## config.mk

```make
export PLATFORM = sky130hd
export DESIGN_NAME = uart_mult_ctrl
export DESIGN_NICKNAME = d
export VERILOG_FILES = /design/src/rtl/uart_mult_pkg.sv /design/src/rtl/uart_mult_timeout.sv /design/src/rtl/uart_mult_ctrl.sv
export SDC_FILE = /design/constraint.sdc
export NUM_CORES = 1
export LEC_CHECK = 0
export CAP_MARGIN = 20
export CORE_ASPECT_RATIO = 2
export CORE_MARGIN = 5
export CORE_UTILIZATION = 50
export CTS_CLUSTER_SIZE = 24
export DETAILED_ROUTE_END_ITERATION = 10
export HOLD_SLACK_MARGIN = 0.15
export PLACE_DENSITY = 0.81
export SYNTH_ARGS = -nofsm -noshare
export SYNTH_HDL_FRONTEND = slang
export SYNTH_HIERARCHICAL = 1
export SYNTH_SLANG_ARGS = --single-unit
```

## constraint.sdc

```tcl
create_clock -name clk_int -period 3.1 [get_ports clk_int]
set_input_delay 0.465 -clock clk_int [delete_from_list [all_inputs] [get_ports clk_int]]
set_output_delay 0.465 -clock clk_int [all_outputs]
set_load 0.05 [all_outputs]
```

## src/rtl/uart_mult_pkg.sv

```systemverilog
`default_nettype none
// ============================================================================
// Module      : uart_mult_pkg
// Description : Shared types and sizing helpers for the UART multiplier
//               frame controller. It holds the controller state enum, the
//               default frame header byte and the operand/product width
//               functions.
// Revision    : 1.0 - initial release
// ============================================================================
package uart_mult_pkg;

    typedef enum logic [2:0] {
        ST_IDLE     = 3'd0,
        ST_RX_A     = 3'd1,
        ST_RX_B     = 3'd2,
        ST_MUL_GO   = 3'd3,
        ST_MUL_WAIT = 3'd4,
        ST_TX_LOAD  = 3'd5,
        ST_TX_BUSY  = 3'd6,
        ST_TX_DONE  = 3'd7
    } ctrl_state_t;

    localparam logic [7:0]  SYNC_BYTE_DEFAULT = 8'hA5;
    localparam int unsigned OP_BYTES_DEFAULT  = 2;

    // Operand width in bits for a given operand byte count
    function automatic int unsigned op_width(input int unsigned op_bytes);
        return 8 * op_bytes;
    endfunction

    // Product width in bits for a given operand byte count
    function automatic int unsigned prod_width(input int unsigned op_bytes);
        return 16 * op_bytes;
    endfunction

endpackage
`default_nettype wire

```

## src/rtl/uart_mult_timeout.sv

```systemverilog
`default_nettype none
// ============================================================================
// Module      : uart_mult_timeout
// Description : Inter-byte timeout counter. Counts while enabled, clears on
//               request, and flags expiry once the count reaches LIMIT-1.
// Ports       : clk       - system clock
//               rst_n     - asynchronous active-low reset
//               i_clear   - synchronous clear (highest priority)
//               i_enable  - count enable
//               o_expire  - high while enabled and count == LIMIT-1
// Revision    : 1.0 - initial release
// ============================================================================
module uart_mult_timeout #(
    parameter logic [27:0] LIMIT = 28'd1000000
) (
    input  logic clk,
    input  logic rst_n,
    input  logic i_clear,
    input  logic i_enable,
    output logic o_expire
);

    logic [27:0] count_q;
    logic [27:0] count_d;

    assign o_expire = i_enable && (count_q == (LIMIT - 28'd1));

    // Counter holds at the expiry value so the flag cannot wrap away
    always_comb begin
        count_d = count_q;
        if (i_clear) begin
            count_d = '0;
        end else if (i_enable && !o_expire) begin
            count_d = count_q + 28'd1;
        end
    end

    always_ff @(posedge clk or negedge rst_n) begin
        if (!rst_n) begin
            count_q <= '0;
        end else begin
            count_q <= count_d;
        end
    end

endmodule
`default_nettype wire

```

## src/rtl/uart_mult_ctrl.sv

```systemverilog
`default_nettype none
// ============================================================================
// Module      : uart_mult_ctrl
// Description : Frame controller between a UART rx/tx pair and a multiplier.
//               Parses SYNC_BYTE + A (LE) + B (LE), launches one multiply and
//               streams the product back LSB first.
// Ports       : clk_int, uart_reset_n (async, active-low)
//               rx_data/rx_valid     - received byte stream
//               tx_ready/tx_start/tx_data - transmitter handshake
//               mul_a/mul_b/mul_start, mul_done/mul_result - multiplier
//               busy      - high outside IDLE
//               frame_err - one-cycle pulse on inter-byte timeout
// Options     : UART_MULT_CSUM_EN - appends an XOR checksum byte
//               (SYNC ^ operand bytes ^ product bytes) after the product.
// Revision    : 1.0 - initial release
// ============================================================================
module uart_mult_ctrl
    import uart_mult_pkg::*;
#(
    parameter int unsigned OP_BYTES       = OP_BYTES_DEFAULT,
    parameter logic [7:0]  SYNC_BYTE      = SYNC_BYTE_DEFAULT,
    parameter logic [27:0] TIMEOUT_CYCLES = 28'd1000000
) (
    input  logic                            clk_int,
    input  logic                            uart_reset_n,
    input  logic [7:0]                      rx_data,
    input  logic                            rx_valid,
    input  logic                            tx_ready,
    output logic                            tx_start,
    output logic [7:0]                      tx_data,
    output logic [op_width(OP_BYTES)-1:0]   mul_a,
    output logic [op_width(OP_BYTES)-1:0]   mul_b,
    output logic                            mul_start,
    input  logic                            mul_done,
    input  logic [prod_width(OP_BYTES)-1:0] mul_result,
    output logic                            busy,
    output logic                            frame_err
);

`ifdef UART_MULT_CSUM_EN
    localparam int unsigned NB_TX = 2 * OP_BYTES + 1;
`else
    localparam int unsigned NB_TX = 2 * OP_BYTES;
`endif
    localparam int CW = $clog2(NB_TX + 1);

    ctrl_state_t                      state_q, state_d;
    logic [CW-1:0]                    cnt_q, cnt_d;
    logic [op_width(OP_BYTES)-1:0]    a_q, a_d, b_q, b_d;
    logic [prod_width(OP_BYTES)-1:0]  res_q, res_d;
    logic [7:0]                       tx_data_q, tx_data_d;
    logic                             tx_start_q, tx_start_d;
    logic                             mul_start_q, mul_start_d;
    logic                             frame_err_q, frame_err_d;
    logic                             seen_low_q, seen_low_d;

    logic                             w_to_enable;
    logic                             w_to_clear;
    logic                             w_to_expire;
    logic [7:0]                       w_tx_byte;

    assign w_to_enable = (state_q == ST_RX_A) || (state_q == ST_RX_B);
    assign w_to_clear  = rx_valid || !w_to_enable;

    uart_mult_timeout #(
        .LIMIT (TIMEOUT_CYCLES)
    ) u_timeout (
        .clk      (clk_int),
        .rst_n    (uart_reset_n),
        .i_clear  (w_to_clear),
        .i_enable (w_to_enable),
        .o_expire (w_to_expire)
    );

`ifdef UART_MULT_CSUM_EN
    logic [7:0] w_csum;
    always_comb begin
        w_csum = SYNC_BYTE;
        for (int i = 0; i < int'(OP_BYTES); i++) begin
            w_csum = w_csum ^ a_q[8*i +: 8] ^ b_q[8*i +: 8];
        end
        for (int i = 0; i < int'(2 * OP_BYTES); i++) begin
            w_csum = w_csum ^ res_q[8*i +: 8];
        end
    end
`endif

    // Byte selected for transmission by the shared byte counter
    always_comb begin
        w_tx_byte = '0;
        for (int i = 0; i < int'(2 * OP_BYTES); i++) begin
            if (cnt_q == CW'(i)) begin
                w_tx_byte = res_q[8*i +: 8];
            end
        end
`ifdef UART_MULT_CSUM_EN
        if (cnt_q == CW'(2 * OP_BYTES)) begin
            w_tx_byte = w_csum;
        end
`endif
    end

    always_comb begin
        state_d     = state_q;
        cnt_d       = cnt_q;
        a_d         = a_q;
        b_d         = b_q;
        res_d       = res_q;
        tx_data_d   = tx_data_q;
        seen_low_d  = seen_low_q;
        tx_start_d  = 1'b0;
        mul_start_d = 1'b0;
        frame_err_d = 1'b0;

        case (state_q)
            ST_IDLE: begin
                if (rx_valid && (rx_data == SYNC_BYTE)) begin
                    state_d = ST_RX_A;
                    cnt_d   = '0;
                end
            end
            ST_RX_A, ST_RX_B: begin
                // A byte arriving on the expiry cycle takes priority
                if (rx_valid) begin
                    for (int i = 0; i < int'(OP_BYTES); i++) begin
                        if (cnt_q == CW'(i)) begin
                            if (state_q == ST_RX_A) a_d[8*i +: 8] = rx_data;
                            else                    b_d[8*i +: 8] = rx_data;
                        end
                    end
                    if (cnt_q == CW'(OP_BYTES - 1)) begin
                        cnt_d   = '0;
                        state_d = (state_q == ST_RX_A) ? ST_RX_B : ST_MUL_GO;
                    end else begin
                        cnt_d = cnt_q + CW'(1);
                    end
                end else if (w_to_expire) begin
                    frame_err_d = 1'b1;
                    cnt_d       = '0;
                    state_d     = ST_IDLE;
                end
            end
            ST_MUL_GO: begin
                mul_start_d = 1'b1;
                state_d     = ST_MUL_WAIT;
            end
            ST_MUL_WAIT: begin
                if (mul_done) begin
                    res_d   = mul_result;
                    cnt_d   = '0;
                    state_d = ST_TX_LOAD;
                end
            end
            ST_TX_LOAD: begin
                if (tx_ready) begin
                    tx_data_d  = w_tx_byte;
                    tx_start_d = 1'b1;
                    seen_low_d = 1'b0;
                    state_d    = ST_TX_BUSY;
                end
            end
            ST_TX_BUSY: begin
                // Wait for the transmitter to drop ready (byte accepted),
                // then for it to come back (byte finished).
                if (!seen_low_q) begin
                    if (!tx_ready) seen_low_d = 1'b1;
                end else if (tx_ready) begin
                    cnt_d   = cnt_q + CW'(1);
                    state_d = (cnt_q == CW'(NB_TX - 1)) ? ST_TX_DONE : ST_TX_LOAD;
                end
            end
            ST_TX_DONE: begin
                cnt_d   = '0;
                state_d = ST_IDLE;
            end
            default: begin
                state_d = ST_IDLE;
            end
        endcase
    end

    always_ff @(posedge clk_int or negedge uart_reset_n) begin
        if (!uart_reset_n) begin
            state_q     <= ST_IDLE;
            cnt_q       <= '0;
            a_q         <= '0;
            b_q         <= '0;
            res_q       <= '0;
            tx_data_q   <= '0;
            tx_start_q  <= 1'b0;
            mul_start_q <= 1'b0;
            frame_err_q <= 1'b0;
            seen_low_q  <= 1'b0;
        end else begin
            state_q     <= state_d;
            cnt_q       <= cnt_d;
            a_q         <= a_d;
            b_q         <= b_d;
            res_q       <= res_d;
            tx_data_q   <= tx_data_d;
            tx_start_q  <= tx_start_d;
            mul_start_q <= mul_start_d;
            frame_err_q <= frame_err_d;
            seen_low_q  <= seen_low_d;
        end
    end

    assign tx_start  = tx_start_q;
    assign tx_data   = tx_data_q;
    assign mul_a     = a_q;
    assign mul_b     = b_q;
    assign mul_start = mul_start_q;
    assign frame_err = frame_err_q;
    assign busy      = (state_q != ST_IDLE);

endmodule
`default_nettype wire

```

* Word-level counts from Yosys, hierarchy flattened *
Index checks and enable logic that the tools add are counted.

storage, ports and cells
  bits of input ports = 45
  register bits after elaboration = 110

cells by class
  $add $sub $neg = 2
  mux-type cells = 34
  bitwise logic cells = 1
  reduce and logical (&&, ||, !) cells = 23
  equal/unequal tests = 19

operators with widths
  cell                   count
  $mux 28                2
  $mux 3                 14
  $mux 8                 4
  $add 28x1->28 const B  1
  $eq 28x20->1 const B   1
  $pmux 3 s7             1
  $reduce_and 4->1       4
  $pmux 3 s5             1
  $eq 3x2->1 const B     4
  $eq 3x3->1 const B     4
  $mux 1                 10
  $ne 2x2->1 const B     5
  $eq 8x8->1 const B     1
  $reduce_and 7->1       1
  $eq 3x1->1 const B     2
  $logic_not 3->1        2
  $reduce_and 2->1       3
  $reduce_and 6->1       1
  $reduce_bool 5->1      1
  $reduce_bool 2->1      2
  $add 3x1->3 const B    1
  $logic_and 1x1->1      3
  $ne 3x2->1 const B     1
  $ne 3x3->1 const B     1
  other kinds (7)        9

* Logic depth before layout (Yosys ltp) *
Gate-level depths: netlist (run 1).

  word-level depth = 7
  mapped depth = 9

* Hierarchy *
The synthesis (run 1) kept the hierarchy.

modules (own cells, without submodules)
  module             instances  sequential area each (sq um)  area each (sq um)  cells each
  uart_mult_ctrl     1          2,052.0                       3,676.0            285
  uart_mult_timeout  1          700.7                         1,505.2            156

* Least setup slack after synthesis (run 1) *
Ideal clock, no wire load.

  path kind = register to register
  from = register state_q[2]
  to = register cnt_q[2]
  data arrival time = 2,361 ps
  cell stages (with the launch flop) = 10
  buffers on the path = 3
  slack = 614 ps
  clock period less this slack = 2,486 ps
  path through = dfrtp_1 buf_2 buf_1 nor2_1 clkbuf_1 inv_1 nor3_1 nor4_2 nor4b_1 mux2_2

on the way
  cells in the longest elaborated chain, start to end = 5
  elaborated cells between the ends (all ways) = 17
  those cells by class = eq/ne (10); mux (1); reduce/logical (6)

RTL lines
  item                                      RTL line                 text
  start: declaration                        uart_mult_ctrl.sv:47     ctrl_state_t state_q, state_d;
  start signal: assignment                  uart_mult_ctrl.sv:195    state_q <= state_d;
  $eq 3x1->1 or $eq 3x2->1 (tied branches)  uart_mult_ctrl.sv:62     assign w_to_enable = (state_q == ST_RX_A) || (state_q == ST_RX_B);
  $logic_or 1x1->1 (*)                      uart_mult_ctrl.sv:62
  via w_to_enable                           uart_mult_ctrl.sv:57     logic w_to_enable;
  $logic_and 1x1->1 (*)                     uart_mult_timeout.sv:26  assign o_expire = i_enable && (count_q == (LIMIT - 28'd1));
  via w_to_expire                           uart_mult_ctrl.sv:59     logic w_to_expire;
  $ne 3x2->1 (no line) (*)                  -
  $reduce_and 6->1 (no line) (*)            -
  end signal: assignment                    uart_mult_ctrl.sv:196    cnt_q <= cnt_d;
  end: declaration                          uart_mult_ctrl.sv:48     logic [CW-1:0] cnt_q, cnt_d;

Mark *: on every way through the listed nets, which the timed path passes. The rest lies on a longest branch.
A chain may end at the register's enable or synchronous reset.

* Worst setup path after layout (run 1) *
  from = register state_q[0]
  to = output busy

on the way
  cells in the longest elaborated chain, start to end = 1

RTL lines
  item               RTL line               text
  $reduce_bool 3->1  uart_mult_ctrl.sv:214  assign busy = (state_q != ST_IDLE);
  end: declaration   uart_mult_ctrl.sv:36   output logic busy,

No other way between the ends.

==> metrics.cfg, run 1 <==
[timing]
tns_ps = 0
setup_viol = 0
max_slew_margin_pct = 56.2
hold_viol_final = 0
period_needed_ps = 2640
rsz0062_at_grt = false
fin_crit_sh_pct = 85.1
fmax_mhz = 379
max_slew.worst_pin.slew_ps = 655
maxSlewViolCount = 0
fin_skew_ps = 9.75

[place]
place_congestion = 0.887
hpwl_um = 9410
port_buffers = 88

[routing]
vias_per_cell = 5.72
avgRoutedWirePerCell_um = 19.1
first_iter_violations = 228
ant_nets = 0
wirelength_um = 12800
firstDrtPassIters = 4
drc = 0
num_vias = 3833

[clocking]
postCtsSetupRepairBufs = 0
holdBufCountCts = 1
ctsLongestPathBuffers = 2
cts.clk_slew.worst_paths_ps = 80
clockRootBuffer = clkbuf_16
cts.repair.resized = 0
clk_latency_ps = 350
cts_made_buffers = 9
clock_sinks = 110
h-tree-depth = 3
cts_tree = done

[synthesis]
synth_flop_cell = dfrtp_1
synth_seq_area_share_pct = 53.1
yosys.area.top_type = dfrtp_1
synth-edff-count = 0
synth_top_area_share_pct = 53.1
synth-compound-area-share_pct = 7.17
synth-seq-cells = 110
syn_inst = 441
yosys-top-cells-area = dfrtp_1 (53%), mux2_2 (13%), xor2_1 (3.5%)
synth_top_family_by_area = simple AND/OR/NAND/NOR gates
ys_types = 54
synth-adder-area-share_pct = 1.45
synth_xor_area_share_pct = 4.59
syn_nets = 492
ys_warn_count = 6
async_flop_share_pct = 100
muxShareOfSynthArea_pct = 14.8
yosys.area_share.simple_pct = 16.5
synth.avg_cell_area_um2 = 11.7
synth_area_um2 = 5180

[worst_setup_path]
critPathMaxStageDelay_ps = 720
endpoint_kind = primary output
worst-setup-path-type = flip-flop to primary output
r2r_slack_ps = 490
startpoint_type = flip-flop
critPathSlowestCell = clkdlybuf4s50_1
crit_buf_inv = 2
cp.arrival_ps = 2170
path_max_fanout = 16
critPathRequiredTime_ps = 2630
crit_chain = buf_4 > or3_1 > clkdlybuf4s50_1
cp_top_family = buffers and inverters

[final_layout]
regArea_um2 = 2750
n_antenna_cell = 0
utilization_pct = 64.6
final.fill_count = 810
final_net_count = 581
area_growth_pct = 26.6
multi_input_area_um2 = 2310
drive_above_1_share_pct = 18.9

[global_route]
grt_pass1_wl_um = 21300
grt_pass1_vias = 4260
grt_start_max_net_pins = 51
grt_usage_pct = 21.7
grt_antenna_before_repair = 0
overflow = 0

[pwr]
power_density_nw_per_um2 = 874
pwr-share-clk_pct = 22.4
p_comb_share_pct = 41.2
p_leak_nw = 2.87
seqPwrFrac_pct = 36.4
cell_internal_pwr_w = 0.00353
switching_share_pct = 38.5
vdd_drop_max_v = 0.000680
power.switching_w = 0.00221

[floorplan]
die-height_um = 154
start_util_pct = 51.0
rows = 52
die_area_um2 = 12600
die_w_um = 82.0
core_um2 = 10100
io_pins = 89

[min_path]
min_path_type = flip-flop to flip-flop

[outcome]
status = completed

[job]
timing.max_cap.violations = 0

## cell families after synthesis
group | count (synthesis)
AND/OR/NAND/NOR | 155
flip-flops | 110
multiplexers | 68
AO/OA/AOI/OAI | 49
buffers and inverters | 28
XOR/XNOR | 25
adder cells (fa/ha/maj) | 6
## placed cells by master (no fill, tap or decap), types with 2 or more instances in the layout
cell	instances
a211oi_1	2
a21oi_1	5
a221o_1	8
a31oi_1	10
and3_1	7
and4_1	4
buf_4	10
bufinv_16	2
clkbuf_16	9
clkdlybuf4s50_1	87
dfrtp_1	110
ha_1	6
inv_1	8
inv_8	2
mux2_1	3
mux2_2	62
mux2i_1	2
nand2_1	24
nand2b_1	11
nand3_1	22
nand4_1	8
nor2_1	40
nor2b_1	5
nor3_1	9
nor3b_1	2
nor4_1	2
nor4_2	2
nor4b_1	3
o211ai_1	6
o21ai_0	8
or3_1	5
or4_1	2
xnor2_1	3
xor2_1	21
## layer usage
layer  part of all wire, %  global-route usage, %  vias to the layer above
met4                   3.4                   10.5                        0
met2                    56                   38.4                      105
met5                     0                      0                        -
met3                   4.4                   4.39                       27
met1                    36                   23.9                     1938
li1                      -                      -                     1763
## power by group through the flow
stage / Clock [W] / Combinational [W] / Sequential (W)
floorplan: 0 / 0.00101 / 0.00267
global placement: 0 / 0.00230 / 0.00208
detailed placement: 0 / 0.00236 / 0.00210
CTS: 0.00130 / 0.00238 / 0.00208
global route: 0.00138 / 0.00251 / 0.00213
finish: 0.00128 / 0.00237 / 0.00209
## worst register-to-register path, cell delays in order (launching register included)
cell     delay [ps]
dfrtp_1         430
nor4b_1         330
nand4_1         320
nor3_1          360
nor4_2          130
nor4b_1         530
mux2_2          400
## worst paths after layout
path	startpoint	to	cells past startpoint
setup / recovery	state_q[0]	busy	3
hold / removal	mul_b[6]	mul_b[6]	1
setup reg to reg	u_timeout/count_q[6]	cnt_q[2]	6
hold reg to reg	mul_b[6]	mul_b[6]	1
max in group asynchronous	uart_reset_n	cnt_q[2]	3
min in group asynchronous	uart_reset_n	u_timeout/count_q[15]	2
## metrics by stage
step | total power, W | instance area (um^2) | setup slack, ps | instances | hold slack, ps
CTS | 0.00577 | 6560 | 459 | 670 | 505
finish | 0.00574 | 6560 | 463 | 670 | 502
global route | 0.00602 | 6560 | 134 | 670 | 518
detailed placement | 0.00447 | 6210 | 504 | 653 | 489
floorplan | 0.00368 | 5180 | 614 | 441 | 169
global placement | 0.00438 | 6210 | 517 | 653 | 473
## cell usage after synthesis (2+ instances only)
| cell type | n |
|---|---|
| dfrtp_1 | 110 |
| mux2_2 | 62 |
| nor2_1 | 40 |
| nand2_1 | 24 |
| nand3_1 | 22 |
| xor2_1 | 21 |
| nand2b_1 | 11 |
| a31oi_1 | 10 |
| clkbuf_1 | 10 |
| nor3_1 | 10 |
| a221o_1 | 8 |
| inv_1 | 8 |
| nand4_1 | 8 |
| o21ai_0 | 8 |
| and3_1 | 7 |
| ha_1 | 6 |
| o211ai_1 | 6 |
| a21oi_1 | 5 |
| buf_2 | 5 |
| nor2b_1 | 5 |
| or3_1 | 5 |
| and4_1 | 4 |
| buf_1 | 3 |
| mux2_1 | 3 |
| nor4b_1 | 3 |
| xnor2_1 | 3 |
| a211oi_1 | 2 |
| mux2i_1 | 2 |
| nor3b_1 | 2 |
| nor4_1 | 2 |
| nor4_2 | 2 |
| or4_1 | 2 |
## final cells by class
cell class / instances / share of cell area [%]
Tap cell: 135 / 2.57
Sequential cell: 110 / 42.0
Multi-Input combinational cell: 303 / 35.2
Timing Repair Buffer: 98 / 14.6
Inverter: 8 / 0.458
Clock inverter: 7 / 1.77
Clock buffer: 9 / 3.43
## sequential cells by signal, summed over array words and instances (netlist names)
register	flops
cnt_q	3
mul_a	16
tx_start	1
mul_start	1
res_q	32
tx_data	8
seen_low_q	1
state_q	3
mul_b	16
frame_err	1
u_timeout/count_q	28
No activity file was read; power rests on OpenSTA's default activity.
==> run 2, diff against run 1 <==
--- a/config.mk
+++ b/config.mk
@@ -6,7 +6,6 @@
 export NUM_CORES = 1
 export LEC_CHECK = 0
 export CAP_MARGIN = 20
-export CORE_ASPECT_RATIO = 2
 export CORE_MARGIN = 5
 export CORE_UTILIZATION = 50
 export CTS_CLUSTER_SIZE = 24
==> run 2 against run 1 <==
Net effect:
- non-clock buffer count decreased by 2
- final area decreased by 2.2%
- critical endpoint is now cnt_q[2]
- cell count decreased by 0.15%
- clock power decreased by 34%
- wire length decreased by 11%
- clock skew increased by 7.9 ps
- count of clock-buffer cells in the layout unchanged
- largest cell class unchanged
- sequential share of layout area increased by 0.93 points
- die area decreased by 0.98%
- global-route usage decreased by 2.9 points
- setup slack got worse by 61 ps
==> metrics.cfg, run 2 (synthesis results as in run 1) <==
[outcome]
status = completed

[final_layout]
layout_commonest_cell = dfrtp_1
utilization_pct = 62.7
drive_above_1_share_pct = 18.8
layout_common_cells = dfrtp_1 (110), clkdlybuf4s50_1 (87), mux2_2 (62)
final.fill_count = 781
final_net_count = 579
regMostFlops = res_q
area_growth_pct = 23.9
largestRegisters = res_q (32), u_timeout/count_q (28)
largest_reg_flops = 32
n_antenna_cell = 0

[routing]
drc = 0
avgRoutedWirePerCell_um = 17.1
firstDrtPassIters = 5
num_vias = 3725
ant_nets = 0
first_iter_violations = 204
vias_per_cell = 5.57
wirelength_um = 11400

[pwr]
p_leak_nw = 2.80
report.power.total_w = 0.00527
cell_internal_pwr_w = 0.00311
switching_share_pct = 40.9
seqPwrFrac_pct = 39.0
pwr-share-clk_pct = 16.1
vdd_drop_max_v = 0.000642
power.switching_w = 0.00215
p_comb_share_pct = 44.9
power_density_nw_per_um2 = 821

[min_path]
min_path_type = input pin to async pin

[timing]
period_needed_ps = 2700
fmax_mhz = 371
maxSlewViolCount = 0
fin_crit_sh_pct = 87.0
worst_slack_ps = 402
setup_viol = 0
fin_skew_ps = 17.6
tns_ps = 0
max_slew.worst_pin.slew_ps = 651
rsz0062_at_grt = false
hold_viol_final = 0
max_slew_margin_pct = 56.6

[worst_setup_path]
worst-setup-path-type = flip-flop to flip-flop
endpoint_kind = flip-flop
critPathRequiredTime_ps = 3370
r2r_cells = 6
startpoint_type = flip-flop
cp.arrival_ps = 2970
path_max_fanout = 7

[floorplan]
die_w_um = 112
die-height_um = 112
rows = 37
core_um2 = 10200
io_pins = 89
start_util_pct = 50.6
die_area_um2 = 12500

[job]
timing.max_cap.violations = 0

[clocking]
cts.repair.resized = 0
holdBufCountCts = 0
ctsLongestPathBuffers = 2
h-tree-depth = 3
clock_sinks = 110
cts_made_buffers = 9
cts.clk_slew.worst_paths_ps = 120
clk_latency_ps = 370
cts_tree = done
clockRootBuffer = clkbuf_8
postCtsSetupRepairBufs = 0

[global_route]
grt_start_max_net_pins = 111
grt_antenna_before_repair = 0
grt_pass1_vias = 3883
grt_pass1_wl_um = 19400
grt_usage_pct = 18.8
overflow = 0

[place]
place_ws_ps = 434
port_buffers = 88
hpwl_um = 8080
place_congestion = 0.896

-- run 2: changes by cell type in the layout (fill, tap and decap cells not counted), sizes merged --
cell         previous run  this run
inv                    11        10
dlygate4sd3             1         0
buf                    10         9
bufinv                  2         0
clkinvlp                0         2
clkinv                  2         3
-- run 2: power groups by stage --
| stage | clock, W | sequential, W | combinational, W |
|---|---|---|---|
| final | 0.000848 | 0.00205 | 0.00237 |
| after global routing | 0.000921 | 0.00210 | 0.00252 |
| after CTS | 0.000871 | 0.00205 | 0.00238 |
| after detailed placement | 0 | 0.00208 | 0.00237 |
| after global placement | 0 | 0.00206 | 0.00232 |
| after floorplan | 0 | 0.00267 | 0.00101 |
-- run 2: area by class of cell --
cell class / instances / area, um^2 / share of cell area, %
timing repair buffer: 96 / 951 / 14.8
clock buffer: 9 / 124 / 1.93
inverter: 8 / 30.0 / 0.468
clock inverter: 7 / 78.8 / 1.23
sequential: 110 / 2750 / 42.9
multi-input combinational: 303 / 2310 / 36.0
tap: 136 / 170 / 2.65
-- run 2: metrics by stage --
stage | instances | cell area, um^2 | hold WS (ps)
finish | 669 | 6420 | 137
detailed placement | 653 | 6210 | 488
CTS | 669 | 6420 | 179
global route | 669 | 6420 | 176
global placement | 653 | 6210 | 481
floorplan | 441 | 5180 | 169
-- run 2: worst max-delay path: stages (launching register included) --
cell and delay, ps:
dfrtp_1 440, nor4b_1 370, nand4_1 310, nor3_1 400, nor4_2 140, nor4b_1 540
mux2_2 400
-- run 2: final timing paths --
check	startpoint	end	slack, ps
max reg2reg	u_timeout/count_q[20]	cnt_q[2]	400
min reg2reg	res_q[18]	res_q[18]	510
min	uart_reset_n	u_timeout/count_q[20]	140
min in group clk_int	res_q[18]	res_q[18]	510
max in group asynchronous	uart_reset_n	res_q[2]	2520
max	u_timeout/count_q[20]	cnt_q[2]	400
-- run 2: per-layer routing --
metal	part of all wire [%]	up-vias	global-route usage, %
met2	52	84	31.9
met1	43	1865	24.7
met5	0	-	0
met4	1.7	0	5.03
li1	-	1758	-
met3	4.0	18	3.97
==> run 3, diff against run 2 <==
--- a/config.mk
+++ b/config.mk
@@ -6,7 +6,7 @@
 export NUM_CORES = 1
 export LEC_CHECK = 0
 export CAP_MARGIN = 20
-export CORE_MARGIN = 5
+export CORE_MARGIN = 8
 export CORE_UTILIZATION = 50
 export CTS_CLUSTER_SIZE = 24
 export DETAILED_ROUTE_END_ITERATION = 10
==> run 3 against run 2 <==
Net effect:
- first-iteration DRC count is 16% higher
- power is 2.2% higher
- critical path depth stayed put
- flip-flop and latch count stayed put
==> metrics.cfg, run 3 (synthesis results as in run 1) <==
[clocking]
clock_sinks = 110
clockRootBuffer = clkbuf_8
clk_latency_ps = 360
h-tree-depth = 3
cts.repair.resized = 0
cts_made_buffers = 9
ctsLongestPathBuffers = 2
holdBufCountCts = 1
cts_tree = done
cts.clk_slew.worst_paths_ps = 100
postCtsSetupRepairBufs = 0

[final_layout]
largestRegisters = res_q (32), u_timeout/count_q (28)
final.fill_count = 824
layout_commonest_cell = dfrtp_1
largest_reg_flops = 32
regMostFlops = res_q
layout_common_cells = dfrtp_1 (110), clkdlybuf4s50_1 (87), mux2_2 (62)
regArea_um2 = 2750
n_antenna_cell = 0
area_growth_pct = 24.6
drive_above_1_share_pct = 18.7
final_cell_area_um2 = 6460
multi_input_area_um2 = 2310
final_net_count = 580

[routing]
num_vias = 3741
wirelength_um = 11600
drc = 0
vias_per_cell = 5.58
firstDrtPassIters = 7
avgRoutedWirePerCell_um = 17.3
ant_nets = 0
first_iter_violations = 237

[timing]
maxSlewViolCount = 0
max_slew_margin_pct = 55.5
hold_viol_final = 0
period_needed_ps = 2740
tns_ps = 0
setup_viol = 0
max_slew.worst_pin.slew_ps = 662
fin_skew_ps = 9.65
fin_crit_sh_pct = 88.3
rsz0062_at_grt = false
fmax_mhz = 365
worst_slack_ps = 363

[pwr]
power_density_nw_per_um2 = 833
p_leak_nw = 2.82
vdd_drop_max_v = 0.000567

[floorplan]
io_pins = 89
die_w_um = 118
rows = 37
die_area_um2 = 13900
start_util_pct = 50.9
core_um2 = 10200
die-height_um = 118

[global_route]
grt_pass1_wl_um = 19400
grt_usage_pct = 16.9
grt_antenna_before_repair = 0
grt_start_max_net_pins = 61
grt_pass1_vias = 3869
overflow = 0

[worst_setup_path]
startpoint_type = flip-flop
endpoint_kind = flip-flop
path_max_fanout = 7
cp.arrival_ps = 2990
critPathRequiredTime_ps = 3350
worst-setup-path-type = flip-flop to flip-flop

[place]
port_buffers = 88
place_congestion = 0.867
postPlaceCellArea_um2 = 6210
place_ws_ps = 442
hpwl_um = 8390

[min_path]
min_path_type = flip-flop to flip-flop

[job]
timing.max_cap.violations = 0

[outcome]
status = completed

## run 3: cell count changes in the layout (fill, tap and decap cells not counted), sizes merged
cell / change
inv: -2
clkinv: -1
dlygate4sd3: +1
bufinv: +2
clkbuf: +2
clkinvlp: -1
## run 3: final timing paths
kind	start	endpoint	slack, ps	cells past startpoint
min	mul_b[14]	mul_b[14]	510	1
min in group asynchronous	uart_reset_n	u_timeout/count_q[14]	670	2
max	u_timeout/count_q[6]	cnt_q[2]	360	6
max in group asynchronous	uart_reset_n	res_q[7]	1700	3
min reg2reg	mul_b[14]	mul_b[14]	510	1
max reg2reg	u_timeout/count_q[6]	cnt_q[2]	360	6
## run 3: worst max-delay path, cell delays in order, from the launching register on
cell and delay [ps]:
dfrtp_1 450, nor4b_1 360, nand4_1 330, nor3_1 410, nor4_2 140, nor4b_1 530, mux2_2 390
## run 3: where the power goes
part           leakage, nW  switching [W]  internal [W]  total [W]
combinational         1.20        0.00140      0.000967    0.00237
clock                0.116       0.000467      0.000499   0.000966
sequential            1.50       0.000221       0.00183    0.00205
## run 3: stage by stage
step	total power, W	cells	hold WS (ps)	utilization (%)
floorplan	0.00368	441	169	-
global placement	0.00439	653	479	61.0
detailed placement	0.00445	653	484	61.0
CTS	0.00542	670	508	63.4
global route	0.00567	670	526	63.4
finish	0.00538	670	505	63.4
## run 3: area by class of cell
| cell class | count | share of cell area [%] |
|---|---|---|
| flip-flops and latches | 110 | 42.6 |
| multi-input cells | 303 | 35.8 |
| repair buffers | 97 | 14.9 |
| well taps | 136 | 2.64 |
| clock buffers | 11 | 2.34 |
| clock inverters | 5 | 1.26 |
| inverters | 8 | 0.465 |
## run 3: per-layer routing
metal  track usage, %  vias to the layer above  part of all wire [%]
li1                 -                     1761                     -
met1             20.5                     1886                    42
met2             29.0                       83                    52
met3             4.08                       11                   4.2
met4             5.44                        0                   1.3
met5                0                        -                     0
